File: config.mk
export PLATFORM = sky130hd
export DESIGN_NAME = instr_fetch
export DESIGN_NICKNAME = d
export VERILOG_FILES = /design/src/rtl/instr_fetch.sv
export SDC_FILE = /design/constraint.sdc
export NUM_CORES = 1
export LEC_CHECK = 0
export ABC_AREA = 1
export CORE_MARGIN = 2
export CORE_UTILIZATION = 45
export DETAILED_ROUTE_END_ITERATION = 10
export DONT_BUFFER_PORTS = 1
export PLACE_DENSITY_LB_ADDON = 0.25
export SETUP_SLACK_MARGIN = 0.05
export SYNTH_ARGS = -nofsm -noshare
export SYNTH_HDL_FRONTEND = slang
export SYNTH_SLANG_ARGS = --single-unit
File: constraint.sdc
create_clock -name clk -period 5.45 [get_ports clk]
set_input_delay 0.545 -clock clk [delete_from_list [all_inputs] [get_ports clk]]
set_output_delay 0.545 -clock clk [all_outputs]
set_load 0.02 [all_outputs]
File: src/rtl/instr_fetch.sv
// Instruction fetch unit: issues word reads to instruction memory, presents
// one registered instruction at a time to decode, buffers a single word when
// decode back-pressures, and handles redirects (including ones that arrive
// while a read is still outstanding) and misaligned redirect targets.
module instr_fetch #(
  parameter logic [31:0] RESET_PC = 32'h0000_0000
) (
  input  logic        clk,
  input  logic        reset,
  input  logic        pc_src,
  input  logic [31:0] pc_target,
  input  logic        stall,
  output logic        imem_req,
  output logic [31:0] imem_addr,
  input  logic        imem_ready,
  input  logic [31:0] imem_rdata,
  output logic [31:0] instr,
  output logic [31:0] instr_pc,
  output logic        instr_valid,
  output logic [6:0]  op,
  output logic [2:0]  func3,
  output logic        func7b5,
  output logic        misalign
);

  typedef enum logic [2:0] {
    S_IDLE  = 3'd0,
    S_REQ   = 3'd1,
    S_HOLD  = 3'd2,
    S_DRAIN = 3'd3,
    S_HALT  = 3'd4
  } state_t;

  state_t      state;
  state_t      state_next;
  logic [31:0] pc;
  logic [31:0] pc_next;
  logic [31:0] redirect_pc;        // target remembered while draining a stale read
  logic [31:0] redirect_pc_next;
  logic [31:0] pend_instr;         // one-entry buffer, meaningful only in HOLD
  logic [31:0] pend_instr_next;
  logic [31:0] pend_pc;
  logic [31:0] pend_pc_next;
  logic [31:0] instr_next;
  logic [31:0] instr_pc_next;
  logic        instr_valid_next;
  logic        misalign_next;

  logic        consume;
  logic        slot_free;
  logic        redirect;
  logic        target_bad;

  assign consume    = instr_valid & ~stall;
  assign slot_free  = ~instr_valid | ~stall;
  assign redirect   = consume & pc_src;
  assign target_bad = (pc_target[1:0] != 2'b00);

  // Decode fields are straight slices of the held instruction.
  assign op      = instr[6:0];
  assign func3   = instr[14:12];
  assign func7b5 = instr[30];

  // Next-state and datapath decisions; every register holds unless a branch updates it.
  always_comb begin
    state_next       = state;
    pc_next          = pc;
    redirect_pc_next = redirect_pc;
    pend_instr_next  = pend_instr;
    pend_pc_next     = pend_pc;
    instr_next       = instr;
    instr_pc_next    = instr_pc;
    instr_valid_next = instr_valid;
    misalign_next    = misalign;
    imem_req         = 1'b0;
    imem_addr        = pc;

    case (state)
      S_IDLE: begin
        state_next = S_REQ;
      end

      S_REQ: begin
        imem_req = 1'b1;
        if (redirect) begin
          instr_valid_next = 1'b0;
          if (target_bad) begin
            // pc is left alone; an outstanding read must still be drained.
            misalign_next = 1'b1;
            state_next    = imem_ready ? S_HALT : S_DRAIN;
          end else if (imem_ready) begin
            // The word returning now belongs to the old path: drop it.
            pc_next    = pc_target;
            state_next = S_REQ;
          end else begin
            redirect_pc_next = pc_target;
            state_next       = S_DRAIN;
          end
        end else if (imem_ready) begin
          pc_next = pc + 32'd4;
          if (slot_free) begin
            instr_next       = imem_rdata;
            instr_pc_next    = pc;
            instr_valid_next = 1'b1;
            state_next       = S_REQ;
          end else begin
            pend_instr_next = imem_rdata;
            pend_pc_next    = pc;
            state_next      = S_HOLD;
          end
        end else begin
          // Nothing new arrived; a consumed instruction leaves the slot empty.
          instr_valid_next = consume ? 1'b0 : instr_valid;
          state_next       = S_REQ;
        end
      end

      S_HOLD: begin
        if (redirect) begin
          instr_valid_next = 1'b0;
          if (target_bad) begin
            misalign_next = 1'b1;
            state_next    = S_HALT;
          end else begin
            pc_next    = pc_target;
            state_next = S_REQ;
          end
        end else if (slot_free) begin
          instr_next       = pend_instr;
          instr_pc_next    = pend_pc;
          instr_valid_next = 1'b1;
          state_next       = S_REQ;
        end else begin
          state_next = S_HOLD;
        end
      end

      S_DRAIN: begin
        // Keep the old request on the bus until memory answers, then discard.
        imem_req = 1'b1;
        if (imem_ready) begin
          if (misalign) begin
            state_next = S_HALT;
          end else begin
            pc_next    = redirect_pc;
            state_next = S_REQ;
          end
        end else begin
          state_next = S_DRAIN;
        end
      end

      S_HALT: begin
        instr_valid_next = 1'b0;
        state_next       = S_HALT;
      end

      default: begin
        state_next = S_IDLE;
      end
    endcase
  end

  // State and datapath registers with asynchronous reset.
  always_ff @(posedge clk or posedge reset) begin
    if (reset) begin
      state       <= S_IDLE;
      pc          <= RESET_PC;
      redirect_pc <= 32'h0000_0000;
      pend_instr  <= 32'h0000_0000;
      pend_pc     <= 32'h0000_0000;
      instr       <= 32'h0000_0000;
      instr_pc    <= 32'h0000_0000;
      instr_valid <= 1'b0;
      misalign    <= 1'b0;
    end else begin
      state       <= state_next;
      pc          <= pc_next;
      redirect_pc <= redirect_pc_next;
      pend_instr  <= pend_instr_next;
      pend_pc     <= pend_pc_next;
      instr       <= instr_next;
      instr_pc    <= instr_pc_next;
      instr_valid <= instr_valid_next;
      misalign    <= misalign_next;
    end
  end

endmodule

==> qor.csv, run 1 <==
stage,metric,value,unit
outcome,status,"finished, final reports clean",
logic_synthesis,most area-consuming cells after synthesis,"dfrtp_1 (49%), nand2_1 (13%), o21ai_0 (7.7%)",
timing,Worst Tran Pin Value,1.10,ns
global_routing,first-pass GRT wire length,40400,µm
worst_setup_path,cell family with most CP delay,simple AND/OR/NAND/NOR gates,
floorplanning,Core Footprint,0.0218,mm²
place,dpl cells,1486,
floorplanning,die extent in y,153,µm
clock_network,Clock Sinks,197,
logic_synthesis,"Top FF cell, synth",dfrtp_1,
logic_synthesis,top-area cell type share of the netlist area,49.5,%
final_layout,layout cells sized above 1,5.90,%
clock_network,Root Driver,clkbuf_16,
worst_setup_path,R2R cell count,11,
clock_network,TritonCTS clock tree,done,
final_layout,fillers,2118,
timing,Setup Skew,0.00911,ns
floorplanning,overall die width,153,µm
routing,via/cell ratio,5.25,
logic_synthesis,syn nets,1346,
routing,Post-DRT Antenna Nets,0,
routing,average wire per standard cell,16.1,µm
timing,Peak Freq,0.280,GHz
worst_setup_path,cells along the critical path,nor2_4 > nand2_4 > inv_2 > buf_4 > nand2_1 > nand2_1 > nor2_4 > nand2_4 > inv_2 > nand2_1 > o21ai_2,
logic_synthesis,synth unique cells,34,
clock_network,Post-CTS Setup Bufs,0,
timing,post-layout min period,3.57,ns
routing,DRC viols,0,
timing,RSZ-0062 raised after global routing,no,
worst_setup_path,CP endpoint,imem_addr[3],
clock_network,clk slew on worst S/H paths,0.07,ns
clock_network,H-tree levels,4,
final_layout,post-route insts no fill,1518,
timing,endpoints failing hold,0,
min_path,Hold Crit Class,in -> async,
global_routing,grt total ovfl,0,
clock_network,post-cts hold buffer count,0,
worst_setup_path,Critical Path Start Type,flip-flop,
logic_synthesis,Post-synth ARST share,100,%
worst_setup_path,crit path kind,reg -> reg,
timing,Sum Neg Setup Slack,0,ns
worst_setup_path,peak per-stage delay on the critical path,0.56,ns
final_layout,nets@finish,1295,
pwr,Power Dens Cells,659,mW/mm²
routing,WL final,24400,µm
timing,Worst Hold Slack,0.00809,ns
place,GP Congestion,0.868,
worst_setup_path,Reg2Reg Setup Slack,1.88,ns
worst_setup_path,CP bufs+invs,3,
routing,DR iter-0 viols,581,
worst_setup_path,worst r2r dst,imem_addr[3],
logic_synthesis,"FF+latch count, synth",197,
place,DPL Wire Length,17400,µm
logic_synthesis,Mapped Cells,1276,
timing,max-slew violations,0,
global_routing,largest net degree at the start of global routing,86,
clock_network,TritonCTS buffer count,17,
worst_setup_path,CP startpoint,state[2],
floorplanning,Initial Utilization,45.8,%
floorplanning,die area,0.0233,mm²
global_routing,vias in the first global route,7521,
pwr,worst vdd ir,215,µV
floorplanning,Rows,54,
logic_synthesis,sequential share of the synthesized area,49.5,%
timing,Final Cycle Share,65.5,%
global_routing,GRT Total Usage,21.2,%
routing,via count of the routed design,7976,
pwr,Pwr Total,6.98,mW
clock_network,CTS Buffer Depth,2,
final_layout,P&R area growth vs syn,6.26,%
pwr,Lkg Pwr,4.98,nW
worst_setup_path,CP Data Required Time,5.75,ns
logic_synthesis,number of synthesized flops with an enable pin,0,
logic_synthesis,post-synthesis cell type with the largest combined area,dfrtp_1,
worst_setup_path,Critical Path Stages,11,
logic_synthesis,mapped cell area,0.00996,mm²
worst_setup_path,CP Capture Type,flip-flop,
worst_setup_path,Crit-path slowest cell,nand2_4,
worst_setup_path,r2r startpoint,state[2],
floorplanning,total I/O pin count,179,
timing,number of endpoints failing setup at the final stage,0,
clock_network,"Clk Latency, worst-skew pair",0.43,ns
place,port bufs,0,
global_routing,initial antenna violation count,0,
routing,drt first pass iters,5,
worst_setup_path,"Top cell by count, worst path",nand2_1,
run,Max-Cap Viols,0,
final_layout,ANT cells,0,
logic_synthesis,Syn Area/Cell,7.81,µm²
clock_network,cts repair resizes,0,
worst_setup_path,crit-path max FO,85,
timing,Max-slew headroom,26.5,%
worst_setup_path,WP data arrival,3.87,ns
logic_synthesis,YS warnings,0,
## how the worst min path moves through the flow
stage / from / endpoint / slack (ns) / cells after the start
2_1_floorplan: pend_pc[0] / pend_pc[0] / 0.45 / 2
3_3_place_gp: pend_pc[29] / pend_pc[29] / 0.46 / 2
3_5_place_dp: pend_pc[3] / pend_pc[3] / 0.47 / 2
4_1_cts: reset / redirect_pc[1] / 0.004 / 1
5_1_grt: reset / redirect_pc[1] / 0.03 / 1
6_report: reset / redirect_pc[1] / 0.008 / 1
## synthesized netlist by cell type, drive strengths merged, types with 2 or more instances
| library cell | n |
|---|---|
| nor3 | 3 |
| o2111ai | 3 |
| o21a | 64 |
| nand2 | 353 |
| a22oi | 7 |
| buf | 59 |
| o22ai | 15 |
| dfrtp | 197 |
| o211ai | 4 |
| inv | 137 |
| nor2 | 130 |
| o21ai | 179 |
| nand3 | 45 |
| a21oi | 54 |
| clkbuf | 19 |
| o221ai | 2 |
## flip-flops by register name, indices dropped and copies added (netlist names)
| register | cells |
|---|---|
| instr_pc | 32 |
| pend_instr | 32 |
| redirect_pc | 32 |
| state | 3 |
| instr_valid | 1 |
| misalign | 1 |
| instr | 32 |
| imem_addr | 32 |
| pend_pc | 32 |
## cells in the final DEF (no fill, tap or decap), types with 15 or more instances in the layout
cell and n:
o21a_1 64, inv_1 129, clkbuf_16 17, o21ai_0 153, nor2_1 118, nand3_1 44, o21ai_1 20, a21oi_1 53
dfrtp_1 197, o22ai_1 15, nand2_1 348
## power breakdown
group          leakage [nW]  switching, mW  internal, mW
Clock                 0.289          0.599         0.717
Sequential             2.23          0.972          2.14
Combinational          2.46           1.64         0.911
Total                  4.98           3.21          3.77
## stage by stage
step	utilization [%]	setup slack (ns)	instance area, µm²
after CTS	48.6	1.86	10600
after global placement	45.8	1.96	9970
final	48.6	1.88	10600
after floorplan	-	2.36	9960
after global routing	48.6	1.53	10600
after detailed placement	45.8	1.87	9970
## kinds of logic after synthesis
kind of cell | Yosys count | synth area share (%)
compound gates | 329 | 19.1
xor+xnor | 2 | 0.176
fa+ha+maj | 1 | 0.126
buf+inv | 215 | 9.53
flops | 197 | 49.5
simple gates | 532 | 21.6
## cell type report
class                           instances  area (µm²)  share of cell area, %
Clock buffer                           19         453                   4.28
Clock inverter                         13         164                   1.55
Inverter                              137         518                   4.89
Multi-Input combinational cell        864        4100                   38.7
Sequential cell                       197        4930                   46.6
Tap cell                              280         350                   3.31
Timing Repair Buffer                    8        72.6                  0.686
## metal layers
metal / vias up / part of all wire, % / track usage, %
li1: 3982 / - / -
met1: 3735 / 46 / 29.5
met2: 237 / 44 / 31.7
met3: 22 / 8.8 / 7.48
met4: 0 / 1.4 / 5.82
met5: - / 0 / 0
Note: power is estimated with default switching activity, not from simulation.
==> inputs of run 2 (changes only) <==
==> constraint.sdc (replaced) <==
create_clock -name clk -period 3.44 [get_ports clk]
set_input_delay 0.344 -clock clk [delete_from_list [all_inputs] [get_ports clk]]
set_output_delay 0.344 -clock clk [all_outputs]
set_load 0.02 [all_outputs]
==> run 2 against run 1 <==
Via count is 0.84% lower. Utilization is 0.24 points higher. Register-to-register slack worse by 1.2 ns. Worst setup slack worse by 1.2 ns. Total power is 59% higher. Worst hold slack better by 0.021 ns. Sequential cell count stayed put. Non-clock buffer count is 4 higher. Die area stayed put. Critical endpoint is now imem_addr[4].
==> qor.csv, run 2 (same netlist as run 1, synthesis figures left out) <==
stage,metric,value,unit
routing,drt first pass iters,5,
global_routing,initial antenna violation count,0,
timing,Setup Skew,0.0129,ns
clock_network,post-cts hold buffer count,1,
worst_setup_path,crit-path max FO,39,
clock_network,Post-CTS Setup Bufs,0,
timing,Worst Tran Pin Value,1.12,ns
final_layout,layout cells sized above 1,6.12,%
pwr,Power Dens Cells,1040,mW/mm²
clock_network,Clock Sinks,197,
worst_setup_path,crit path kind,reg -> reg,
pwr,combinational power share,36.4,%
place,GP Congestion,0.848,
floorplanning,die extent in y,153,µm
routing,via count of the routed design,7909,
routing,via/cell ratio,5.20,
place,port bufs,0,
worst_setup_path,cells along the critical path,nor2_4 > nand2_2 > a21oi_2 > nor2_4 > nand2_4 > inv_2 > nand2_1 > o21ai_2,
worst_setup_path,CP Capture Type,flip-flop,
routing,DRC viols,0,
pwr,Sw Pwr,5.10,mW
routing,DR iter-0 viols,625,
floorplanning,Rows,54,
worst_setup_path,CP endpoint,imem_addr[4],
final_layout,P&R area growth vs syn,6.78,%
pwr,worst vdd ir,490,µV
routing,Post-DRT Antenna Nets,0,
global_routing,first-pass GRT wire length,40400,µm
place,pre-CTS setup slack,0.710,ns
timing,Final Cycle Share,80.4,%
timing,max-slew violations,0,
timing,Sum Neg Setup Slack,0,ns
worst_setup_path,R2R cell count,8,
final_layout,"commonest non-fill, non-tap cell in the layout",nand2_1,
final_layout,most frequent cells in the layout,"nand2_1 (348), dfrtp_1 (197), o21ai_0 (153), inv_1 (129), nor2_1 (118)",
worst_setup_path,"Top cell by count, worst path",nor2_4,
final_layout,nets@finish,1299,
timing,Max-slew headroom,25.5,%
place,DPL Wire Length,17500,µm
final_layout,ANT cells,0,
place,dpl cells,1489,
timing,Peak Freq,0.361,GHz
worst_setup_path,peak per-stage delay on the critical path,0.52,ns
worst_setup_path,WP data arrival,3.07,ns
pwr,Lkg Pwr,5.01,nW
timing,setup ws final,0.673,ns
global_routing,GRT Total Usage,21.4,%
clock_network,TritonCTS clock tree,done,
outcome,status,"finished, final reports clean",
routing,WL final,24600,µm
final_layout,post-route insts no fill,1522,
worst_setup_path,r2r startpoint,state[2],
timing,RSZ-0062 raised after global routing,no,
floorplanning,Core Footprint,0.0218,mm²
timing,endpoints failing hold,0,
global_routing,grt total ovfl,0,
routing,average wire per standard cell,16.1,µm
worst_setup_path,Critical Path Start Type,flip-flop,
global_routing,largest net degree at the start of global routing,129,
min_path,Hold Crit Class,in -> reg,
floorplanning,total I/O pin count,179,
clock_network,"Clk Latency, worst-skew pair",0.44,ns
pwr,Flop pwr share,44.4,%
floorplanning,die area,0.0233,mm²
worst_setup_path,worst r2r dst,imem_addr[4],
timing,number of endpoints failing setup at the final stage,0,
timing,post-layout min period,2.77,ns
clock_network,Root Driver,clkbuf_16,
pwr,Sw Ratio,45.9,%
worst_setup_path,Crit-path slowest cell,nor2_4,
clock_network,TritonCTS buffer count,17,
final_layout,Finished Core Util,48.9,%
floorplanning,Initial Utilization,45.8,%
floorplanning,overall die width,153,µm
pwr,internal power,6.01,mW
clock_network,clk slew on worst S/H paths,0.08,ns
global_routing,vias in the first global route,7529,
pwr,Clk pwr share,19.3,%
worst_setup_path,Reg2Reg Setup Slack,0.67,ns
worst_setup_path,CP Data Required Time,3.75,ns
clock_network,cts repair resizes,0,
clock_network,H-tree levels,4,
run,Max-Cap Viols,0,
clock_network,CTS Buffer Depth,2,
worst_setup_path,CP startpoint,state[2],
-- run 2: per-stage QoR --
step | total power, mW | area [µm²] | hold slack [ns]
6_report | 11.1 | 10600 | 0.0289
5_1_grt | 12.0 | 10600 | 0.0156
4_1_cts | 11.2 | 10600 | 0.0117
3_5_place_dp | 9.04 | 9990 | 0.173
3_3_place_gp | 8.91 | 9990 | 0.168
2_1_floorplan | 8.23 | 9960 | 0.448
-- run 2: power groups by stage --
stage	sequential (mW)	clock (mW)	combinational, mW
after floorplan	4.59	0	3.65
after global placement	4.96	0	3.95
after detailed placement	4.99	0	4.05
after CTS	4.94	2.20	4.07
after global routing	5.06	2.29	4.69
final	4.93	2.14	4.04
-- run 2: worst min-delay path by stage --
stage,slack [ns],cells after the start,endpoint,start
floorplan,0.45,2,pend_pc[0],pend_pc[0]
global placement,0.17,1,misalign,reset
detailed placement,0.17,1,misalign,reset
CTS,0.01,2,redirect_pc[27],pc_target[27]
global route,0.02,2,redirect_pc[27],pc_target[27]
finish,0.03,2,redirect_pc[8],pc_target[8]
-- run 2: routing by layer --
layer  vias up  global-route usage (%)  routed length, µm
met4         0                    6.04                376
met1      3643                    29.4              11200
met2       238                    32.3              10700
met3        27                    7.34               2210
li1       4001                       -                  -
met5         -                       0                  0
-- run 2: cell type report --
type                            instances  area [µm²]
Timing Repair Buffer                   12         105
Sequential cell                       197        4930
Fill cell                            2177       11100
Inverter                              137         518
Tap cell                              280         350
Clock buffer                           17         425
Clock inverter                         15         211
Multi-Input combinational cell        864        4100
-- run 2: worst max-delay path: cells and delay by family (launching register included) --
kind | cells | cell delay (ns)
and+or+nand+nor | 5 | 1.45
DFF | 1 | 0.46
AOI/OAI and AO/OA | 2 | 0.35
buffers and inverters | 1 | 0.33
==> inputs of run 3 (changes only) <==
==> constraint.sdc (replaced) <==
create_clock -name clk -period 2.8 [get_ports clk]
set_input_delay 0.28 -clock clk [delete_from_list [all_inputs] [get_ports clk]]
set_output_delay 0.28 -clock clk [all_outputs]
set_load 0.02 [all_outputs]
==> run 3 against run 2 <==
Maximum frequency is 26% higher. Sequential share of layout area decreased by 2.3 points. Highest routed layer unchanged. Worst setup slack got worse by 0.067 ns. First-iteration DRC count fell by 1.6%. Register-to-register slack got worse by 0.07 ns. Critical path depth is 2 higher. Total power up 24%. Clock power rose by 16%. Combinational power grew 29%. Largest power group unchanged. Sequential power increased by 23%. Sequential cell count is the same.
==> qor.csv, run 3 (same netlist as run 1, synthesis figures left out) <==
stage,metric,value,unit
outcome,status,"finished, final reports clean",
timing,Peak Freq,0.456,GHz
pwr,Sw Pwr,6.36,mW
routing,drt first pass iters,7,
worst_setup_path,"Top cell by count, worst path",nand2_1,
timing,Final Cycle Share,78.4,%
timing,endpoints failing hold,0,
timing,Sum Neg Setup Slack,0,ns
place,GP Congestion,0.851,
worst_setup_path,worst r2r dst,imem_addr[18],
routing,DR iter-0 viols,615,
clock_network,TritonCTS buffer count,17,
floorplanning,die extent in y,153,µm
routing,WL met2,10900,µm
clock_network,"Clk Latency, worst-skew pair",0.44,ns
pwr,combinational power share,37.9,%
clock_network,TritonCTS clock tree,done,
global_routing,initial antenna violation count,0,
place,port bufs,0,
floorplanning,total I/O pin count,179,
final_layout,ANT cells,0,
final_layout,most frequent cells in the layout,"nand2_1 (348), dfrtp_1 (197), o21ai_0 (153), inv_1 (129), nor2_1 (118)",
floorplanning,Initial Utilization,45.8,%
clock_network,clk slew on worst S/H paths,0.08,ns
worst_setup_path,CP Capture Type,flip-flop,
routing,DRC viols,0,
worst_setup_path,r2r startpoint,instr_valid,
routing,met3 wire length,2100,µm
worst_setup_path,CP startpoint,instr_valid,
routing,met1 WL,11700,µm
clock_network,H-tree levels,4,
run,Max-Cap Viols,0,
worst_setup_path,CP Data Required Time,3.17,ns
clock_network,cts repair resizes,0,
routing,Post-DRT Antenna Nets,0,
worst_setup_path,Critical Path Start Type,flip-flop,
final_layout,fillers,2115,
pwr,Flop pwr share,44.1,%
timing,number of endpoints failing setup at the final stage,0,
min_path,hold path start,imem_rdata[18],
timing,post-layout min period,2.19,ns
pwr,Clk pwr share,18.0,%
final_layout,"commonest non-fill, non-tap cell in the layout",nand2_1,
final_layout,Multi-input gate area,0.00410,mm²
worst_setup_path,Crit-path slowest cell,dfrtp_1,
timing,Max-slew headroom,44.5,%
timing,Worst Tran Pin Value,0.831,ns
place,Placed Area,0.0101,mm²
floorplanning,Rows,54,
place,DPL Wire Length,17600,µm
routing,WL final,25200,µm
worst_setup_path,Critical Path Stages,10,
worst_setup_path,cells along the critical path,nand3_4 > buf_4 > nand2_1 > buf_4 > nand2_1 > o21ai_0 > inv_1 > nand2_1 > nor2_1 > nor2_1,
clock_network,Root Driver,clkbuf_16,
pwr,worst vdd ir,451,µV
global_routing,first-pass GRT wire length,41400,µm
final_layout,Storage cell area,0.00493,mm²
routing,via count of the routed design,8203,
final_layout,post-route cell area,0.0112,mm²
worst_setup_path,peak per-stage delay on the critical path,0.56,ns
global_routing,largest net degree at the start of global routing,85,
pwr,internal power,7.39,mW
worst_setup_path,crit path kind,reg -> reg,
pwr,Pwr Total,13.7,mW
final_layout,nets@finish,1353,
clock_network,CTS Buffer Depth,2,
worst_setup_path,R2R cell count,10,
floorplanning,overall die width,153,µm
pwr,Power Dens Cells,1230,mW/mm²
worst_setup_path,CP bufs+invs,3,
worst_setup_path,CP endpoint,imem_addr[18],
worst_setup_path,cell family with most CP delay,buffers and inverters,
clock_network,Clock Sinks,197,
timing,RSZ-0062 raised after global routing,no,
worst_setup_path,WP data arrival,2.57,ns
pwr,Lkg Pwr,5.25,nW
global_routing,vias in the first global route,7535,
global_routing,grt total ovfl,0,
min_path,Hold Crit Class,in -> reg,
routing,top layer in use,met4,
routing,average wire per standard cell,16.0,µm
floorplanning,Core Footprint,0.0218,mm²
pwr,Sw Ratio,46.3,%
worst_setup_path,Reg2Reg Setup Slack,0.61,ns
floorplanning,die area,0.0233,mm²
timing,max-slew violations,0,
final_layout,layout cells sized above 1,6.17,%
worst_setup_path,crit-path max FO,35,
global_routing,GRT Total Usage,22.0,%
routing,via/cell ratio,5.20,
final_layout,P&R area growth vs syn,12.4,%
timing,Setup Skew,0.00900,ns
-- run 3: cell types whose count changed in the layout (fill, tap and decap cells not counted) --
| cell | delta |
|---|---|
| buf_12 | +6 |
| buf_4 | -2 |
| bufinv_16 | -2 |
| clkinv_2 | +1 |
| clkinv_8 | -1 |
| dlygate4sd3_1 | +50 |
| inv_8 | +2 |
-- run 3: stage by stage --
| step | util (%) | cells | hold WS (ns) | setup WS (ns) |
|---|---|---|---|---|
| 3_3_place_gp | 46.4 | 1493 | 0.344 | 0.679 |
| 3_5_place_dp | 46.4 | 1493 | 0.358 | 0.654 |
| 4_1_cts | 51.4 | 1576 | 0.0000799 | 0.634 |
| 5_1_grt | 51.4 | 1576 | 0.00726 | 0.447 |
| 6_report | 51.4 | 1576 | 0.0139 | 0.605 |
| 2_1_floorplan | - | 1276 | 0.401 | -0.0264 |
-- run 3: layout make-up --
class / count / area share [%]
well taps: 280 / 3.13
inverters: 137 / 4.63
repair buffers: 66 / 6.35
multi-input cells: 864 / 36.6
clock buffers: 17 / 3.80
flip-flops and latches: 197 / 44.0
clock inverters: 15 / 1.45
-- run 3: repair_timing --
| action | CTS | global route |
|---|---|---|
| hold buffers | 51 | 0 |
| setup buffers | 0 | 0 |
| hold endpoints to repair | 80 | 0 |
-- run 3: worst min path at each step --
stage | endpoint | slack (ns) | cells past startpoint
floorplan | redirect_pc[23] | 0.40 | 2
global placement | redirect_pc[1] | 0.34 | 1
detailed placement | redirect_pc[1] | 0.36 | 1
CTS | pend_instr[18] | 0.00008 | 2
global route | pend_instr[18] | 0.007 | 2
finish | pend_instr[18] | 0.01 | 2
-- run 3: worst reg2reg max path: cells and delay by family (launching register included) --
| kind | cells | cell delay (ns) |
|---|---|---|
| AO/OA/AOI/OAI | 1 | 0.21 |
| buffers and inverters | 3 | 0.68 |
| AND/OR/NAND/NOR | 6 | 0.68 |
| flip-flops | 1 | 0.56 |
-- run 3: routing by layer --
metal  GRT usage (%)  vias to the layer above
li1                -                     4117
met1            31.5                     3765
met2            32.4                      283
met3            6.26                       38
met4            6.79                        0
met5               0                        -
-- run 3: power groups by stage --
stage	combinational, mW	sequential [mW]	clock, mW
after floorplan	4.48	5.64	0
after global placement	5.03	6.10	0
after detailed placement	5.15	6.13	0
after CTS	5.23	6.07	2.56
after global routing	5.98	6.24	2.66
final	5.21	6.06	2.48
